File: src/rtl/sync_fifo_fwft.sv
// sync_fifo_fwft
//   Single-clock FIFO used as a rate-decoupling buffer between a producer and
//   a consumer in the same clock domain.
//
//   Features:
//     - Any depth of 2 or more; the depth does not have to be a power of two.
//     - Read mode chosen at elaboration time:
//         FWFT = 0 : standard mode. The read is registered.
//         FWFT = 1 : first-word-fall-through. The head word is always shown.
//     - Programmable almost-full and almost-empty thresholds.
//     - Occupancy count output.
//     - Synchronous flush.
//     - Sticky overflow and underflow error flags.
//
// Parameters
//   WIDTH     : data width in bits.
//   DEPTH     : number of entries.
//   FWFT      : read mode (0 = standard, 1 = first-word-fall-through).
//   AF_THRESH : almost_full is high while count >= AF_THRESH.
//   AE_THRESH : almost_empty is high while count <= AE_THRESH.
//
// Ports
//   clk          : single clock, rising edge.
//   reset        : synchronous, active-high. Has priority over flush.
//   flush        : synchronous clear of pointers and count.
//                  It overrides w_en and r_en in the same cycle.
//   data_in      : write data.
//   w_en         : write request.
//   r_en         : read request (pop).
//   data_out     : read data.
//   valid        : data_out holds a valid word.
//   full, empty  : occupancy status flags.
//   almost_full  : threshold flag.
//   almost_empty : threshold flag.
//   count        : current occupancy, 0..DEPTH.
//   overflow     : sticky error flag, cleared only by reset.
//   underflow    : sticky error flag, cleared only by reset.
module sync_fifo_fwft #(
  parameter int WIDTH     = 8,
  parameter int DEPTH     = 16,
  parameter int FWFT      = 0,
  parameter int AF_THRESH = DEPTH - 2,
  parameter int AE_THRESH = 2
) (
  input  logic                       clk,
  input  logic                       reset,
  input  logic                       flush,
  input  logic [WIDTH-1:0]           data_in,
  input  logic                       w_en,
  input  logic                       r_en,
  output logic [WIDTH-1:0]           data_out,
  output logic                       valid,
  output logic                       full,
  output logic                       empty,
  output logic                       almost_full,
  output logic                       almost_empty,
  output logic [$clog2(DEPTH+1)-1:0] count,
  output logic                       overflow,
  output logic                       underflow
);

  localparam int AW = $clog2(DEPTH);
  localparam int CW = $clog2(DEPTH + 1);

  localparam logic [AW-1:0] PTR_LAST = AW'(DEPTH - 1);
  localparam logic [CW-1:0] CNT_FULL = CW'(DEPTH);
  localparam logic [CW-1:0] CNT_AF   = CW'(AF_THRESH);
  localparam logic [CW-1:0] CNT_AE   = CW'(AE_THRESH);

  logic [WIDTH-1:0] mem [DEPTH];

  logic [AW-1:0] w_ptr_q, w_ptr_d;
  logic [AW-1:0] r_ptr_q, r_ptr_d;
  logic [CW-1:0] count_q, count_d;
  logic          overflow_q, overflow_d;
  logic          underflow_q, underflow_d;
  logic          wr_ok, rd_ok;

  // All status outputs are decoded from the registered count, so there is
  // no combinational path from the request inputs to any output.
  assign full         = (count_q == CNT_FULL);
  assign empty        = (count_q == '0);
  assign almost_full  = (count_q >= CNT_AF);
  assign almost_empty = (count_q <= CNT_AE);
  assign count        = count_q;
  assign overflow     = overflow_q;
  assign underflow    = underflow_q;

  always_comb begin
    // A read on an empty FIFO is never accepted, even with a write alongside.
    rd_ok = r_en && !empty && !flush;
    // A write is accepted when full only if a read frees a slot in the same
    // cycle. At full, w_ptr equals r_ptr, so the write lands in the slot
    // the read is vacating.
    wr_ok = w_en && (!full || rd_ok) && !flush;

    w_ptr_d     = w_ptr_q;
    r_ptr_d     = r_ptr_q;
    count_d     = count_q;
    overflow_d  = overflow_q  | (w_en && full && !rd_ok && !flush);
    underflow_d = underflow_q | (r_en && empty && !flush);

    if (flush) begin
      w_ptr_d = '0;
      r_ptr_d = '0;
      count_d = '0;
    end else begin
      // Explicit wrap at DEPTH-1, so non-power-of-two depths work.
      if (wr_ok) begin
        w_ptr_d = (w_ptr_q == PTR_LAST) ? '0 : w_ptr_q + 1'b1;
      end
      if (rd_ok) begin
        r_ptr_d = (r_ptr_q == PTR_LAST) ? '0 : r_ptr_q + 1'b1;
      end
      case ({wr_ok, rd_ok})
        2'b10:   count_d = count_q + 1'b1;
        2'b01:   count_d = count_q - 1'b1;
        default: count_d = count_q;
      endcase
    end
  end

  always_ff @(posedge clk) begin
    if (reset) begin
      w_ptr_q     <= '0;
      r_ptr_q     <= '0;
      count_q     <= '0;
      overflow_q  <= 1'b0;
      underflow_q <= 1'b0;
    end else begin
      w_ptr_q     <= w_ptr_d;
      r_ptr_q     <= r_ptr_d;
      count_q     <= count_d;
      overflow_q  <= overflow_d;
      underflow_q <= underflow_d;
    end
  end

  // Storage has no reset. Reset and flush only move the pointers.
  always_ff @(posedge clk) begin
    if (!reset && wr_ok) begin
      mem[w_ptr_q] <= data_in;
    end
  end

  generate
    if (FWFT == 0) begin : g_std
      logic [WIDTH-1:0] data_out_q, data_out_d;
      logic             valid_q, valid_d;

      // Registered read. valid pulses for one cycle per accepted read.
      // data_out holds its last word between reads.
      always_comb begin
        data_out_d = data_out_q;
        valid_d    = 1'b0;
        if (rd_ok) begin
          data_out_d = mem[r_ptr_q];
          valid_d    = 1'b1;
        end
      end

      always_ff @(posedge clk) begin
        if (reset) begin
          data_out_q <= '0;
          valid_q    <= 1'b0;
        end else begin
          data_out_q <= data_out_d;
          valid_q    <= valid_d;
        end
      end

      assign data_out = data_out_q;
      assign valid    = valid_q;
    end else begin : g_fwft
      // The head word is always presented. r_en acknowledges it.
      // Output is forced to zero when empty, so stale memory never shows.
      assign data_out = empty ? '0 : mem[r_ptr_q];
      assign valid    = !empty;
    end
  endgenerate

endmodule
File: config.mk
export PLATFORM = sky130hd
export DESIGN_NAME = sync_fifo_fwft
export DESIGN_NICKNAME = d
export VERILOG_FILES = /design/src/rtl/sync_fifo_fwft.sv
export SDC_FILE = /design/constraint.sdc
export NUM_CORES = 1
export LEC_CHECK = 0
export CAP_MARGIN = 20
export CORE_AREA = 2 2 115 117
export CTS_BUF_LIST = sky130_fd_sc_hd__clkbuf_2
export CTS_CLUSTER_DIAMETER = 30
export DETAILED_ROUTE_END_ITERATION = 8
export DIE_AREA = 0 0 117 119
export PLACE_DENSITY = 0.68
export SYNTH_ARGS = -nofsm -noshare
export SYNTH_HDL_FRONTEND = slang
export SYNTH_SLANG_ARGS = --single-unit
export TNS_END_PERCENT = 10
File: constraint.sdc
create_clock -name clk -period 3.8 [get_ports clk]
set_input_delay 0.76 -clock clk [delete_from_list [all_inputs] [get_ports clk]]
set_output_delay 0.76 -clock clk [all_outputs]
set_load 0.05 [all_outputs]
==> impl_metrics.json <==
{
  "crit_required_ns": 3.04,
  "drive_above_1_share_pct": 19.0,
  "dp_slack_ns": 0.243,
  "grt_use_total_pct": 17.8,
  "crit_cells": 3,
  "min_period_over_period_pct": 92.0,
  "finalSetupViolations": 0,
  "post_cts_buffers": 0,
  "p_sw_share_pct": 21.7,
  "post_drt_wl_per_cell_microns": 18.4,
  "avgSynthCellArea_sq_um": 16.7,
  "setup_tns_ns": 0,
  "antenna_found_initial": 0,
  "globalplace.congestion": 0.765,
  "fmax_mhz": 286,
  "finalMaxSlewViolations": 0,
  "synth.ff_latch_count": 152,
  "ys_async_sr_fraction_pct": 0,
  "synth_nets": 397,
  "finalWorstSetupSlack_ns": 0.304,
  "coreArea_sq_um": 12900,
  "cp_slowest_cell": "clkdlybuf4s50_1",
  "die_area_sq_um": 13900,
  "dp_hpwl_mm": 7.70,
  "num_vias": 3391,
  "areaGrowthSynthToFinish_pct": 13.9,
  "ant_nets": 0,
  "synth_enable_flop_cells": 128,
  "p_leak_nw": 2.25,
  "tightest_slew_ns": 0.882,
  "hold_depth": 2,
  "synth_top_family_by_area": "multiplexers",
  "ff2ff_path_depth": 10,
  "grt_pass1_wl_mm": 18.1,
  "ctsHoldBuffers": 0,
  "num_rows": 42,
  "cts_root_buf": "clkbuf_2",
  "vias_per_cell": 5.49,
  "hp-class": "flip-flop to flip-flop",
  "powerDensity_nw_per_um2": 410,
  "p_clk_share_pct": 34.3,
  "status": "finished, final reports clean",
  "cts_made_buffers": 17,
  "power_mw": 2.92,
  "grt.overflow.total": 0,
  "synthAdderAreaFrac_pct": 2.12,
  "start_util_pct": 48.5,
  "grt_pass1_vias": 3308,
  "drc": 0,
  "slowest_delay_ns": 0.83,
  "clk_path_buf_depth": 2,
  "cp-end-kind": "primary output",
  "io_buffers": 32,
  "synth_cell_types": 50,
  "muxShareOfSynthArea_pct": 13.2,
  "synth_simple_gate_area_share_pct": 5.75,
  "clkTransAtPathRegs_ns": 0.23,
  "synthFlopType": "edfxtp_1",
  "cp.buffers_inverters": 1,
  "die_w_microns": 117,
  "path_delay_family": "buffers and inverters",
  "worst-path-max-fanout": 7,
  "rsz0062_at_grt": "false",
  "synthXorXnorAreaFrac_pct": 0.681,
  "dr.first_iter.drc_count": 236,
  "clk-insertion-delay-late_ns": 0.70,
  "cts.sinks": 152,
  "synth_compound_area_share_pct": 6.03,
  "cts_resized": 0,
  "hold_viol": 0,
  "antenna_cells": 0,
  "nets": 452,
  "grt_max_degree": 22,
  "wl_mm": 11.4,
  "synth_warnings": 0,
  "drv_cap": 0,
  "ir_worst_vdd_uv": 216,
  "arrival_ns": 2.74,
  "firstDrtPassIters": 4,
  "htreeDepth": 4,
  "fillers": 1014,
  "critical_path.cell_chain": "or4_4 -> nor2_1 -> clkdlybuf4s50_1",
  "critPathKind": "flip-flop to primary output",
  "dp_cells": 586,
  "fin_cells": 618,
  "min_period_ns": 3.50,
  "power_frac_comb_pct": 3.4,
  "power_frac_seq_pct": 62.2,
  "post_synth_inst_count": 374,
  "whs_ns": 0.514,
  "die_h_microns": 119,
  "p_switching_mw": 0.634,
  "syn_area_sq_um": 6240,
  "relSlewSlack_pct": 41.1,
  "ys_seq_area_share_pct": 69.3,
  "intPower_mw": 2.28,
  "fin_skew_ns": 0.0326,
  "cts_tree": "built",
  "cp-start-kind": "flip-flop",
  "pin_count": 33
}
-- layout by cell type (no fill, tap or decap), types with 7 or more instances in the layout --
master	netlist	layout
edfxtp_1	128	128
dfxtp_1	24	23
a311oi_1	7	7
clkdlybuf4s50_1	0	32
mux4_2	15	15
a21oi_1	11	11
clkbuf_2	0	17
inv_1	10	10
nor2_1	42	42
a211oi_1	9	9
ha_1	9	9
nor3_1	7	7
mux4_1	9	9
o22ai_1	8	8
buf_4	7	24
mux2i_1	25	25
nand2_1	15	15
-- metrics by stage --
step / util, % / cell area (sq um)
floorplan: - / 6240
global placement: 53.0 / 6820
detailed placement: 53.0 / 6820
CTS: 55.2 / 7110
global route: 55.2 / 7110
finish: 55.2 / 7110
-- sequential cells by signal, indices dropped and copies added, names as in the netlist --
register and flops:
valid 1, mem 128, count 5, w_ptr_q 4
overflow 1, r_ptr_q 4, underflow 1, data_out 8
-- metal layers --
| metal | routed length, microns | vias to the layer above | global-route usage (%) |
|---|---|---|---|
| met5 | 0 | - | 0 |
| met4 | 206 | 0 | 6.40 |
| met3 | 499 | 19 | 4.68 |
| met2 | 5560 | 78 | 27.9 |
| met1 | 5090 | 1706 | 24.0 |
| li1 | - | 1588 | - |
-- power by group through the flow --
| stage | sequential, mW | combinational, mW | clock [mW] |
|---|---|---|---|
| 2_1_floorplan | 1.86 | 0.0378 | 0 |
| 3_3_place_gp | 1.85 | 0.0969 | 0 |
| 3_5_place_dp | 1.85 | 0.100 | 0 |
| 4_1_cts | 1.82 | 0.100 | 1.04 |
| 5_1_grt | 1.82 | 0.109 | 1.10 |
| 6_report | 1.82 | 0.0996 | 1.00 |
-- cells by family (layout without fill, tap and decap cells) --
group	count (synthesis)	in the layout
DFF	152	152
buffers and inverters	31	99
AOI/OAI and AO/OA	49	49
adders and majority gates	10	10
and+or+nand+nor	79	79
xor gates and xnor gates	4	4
muxes	49	49
-- cells in the mapped netlist, types with 2 or more instances --
library cell,number,area (sq um)
mux4_1,9,236
mux4_2,15,338
nand3_1,2,10.0
clkbuf_1,7,26.3
o22ai_1,8,50.1
a21oi_1,11,55.1
inv_1,10,37.5
a311oi_1,7,61.3
mux2i_1,25,250
o21ai_0,2,10.0
dfxtp_1,24,480
buf_4,7,52.6
ha_1,9,113
buf_6,3,33.8
nor2_1,42,158
edfxtp_1,128,3840
nor3_1,7,35.0
xor2_1,2,17.5
nand2_1,15,56.3
nor2b_1,3,18.8
a211oi_1,9,67.6
-- cell type report --
class | instances | area [sq um] | share of cell area [%]
inverters | 11 | 41.3 | 0.581
multi-input cells | 191 | 1740 | 24.4
repair buffers | 56 | 500 | 7.04
clock inverters | 15 | 200 | 2.82
flip-flops and latches | 152 | 4330 | 60.8
well taps | 176 | 220 | 3.10
clock buffers | 17 | 85.1 | 1.20
-- worst paths after layout --
path	start	end	slack [ns]
setup / recovery	count[0]	empty	0.30
hold / removal	data_out[7]	data_out[7]	0.51
setup reg to reg	count[0]	count[4]	0.62
hold reg to reg	data_out[7]	data_out[7]	0.51
-- worst reg2reg max path, cell delays in order (launching register included) --
cell     delay (ns)
dfxtp_1        0.43
or4_4          0.61
o31ai_4        0.37
ha_1           0.32
inv_1          0.09
fa_1           0.39
nor2b_1        0.15
o21ai_0        0.13
nor4b_1        0.18
or3_1          0.33
a21oi_1        0.13
No activity file was read; power rests on OpenSTA's default activity.
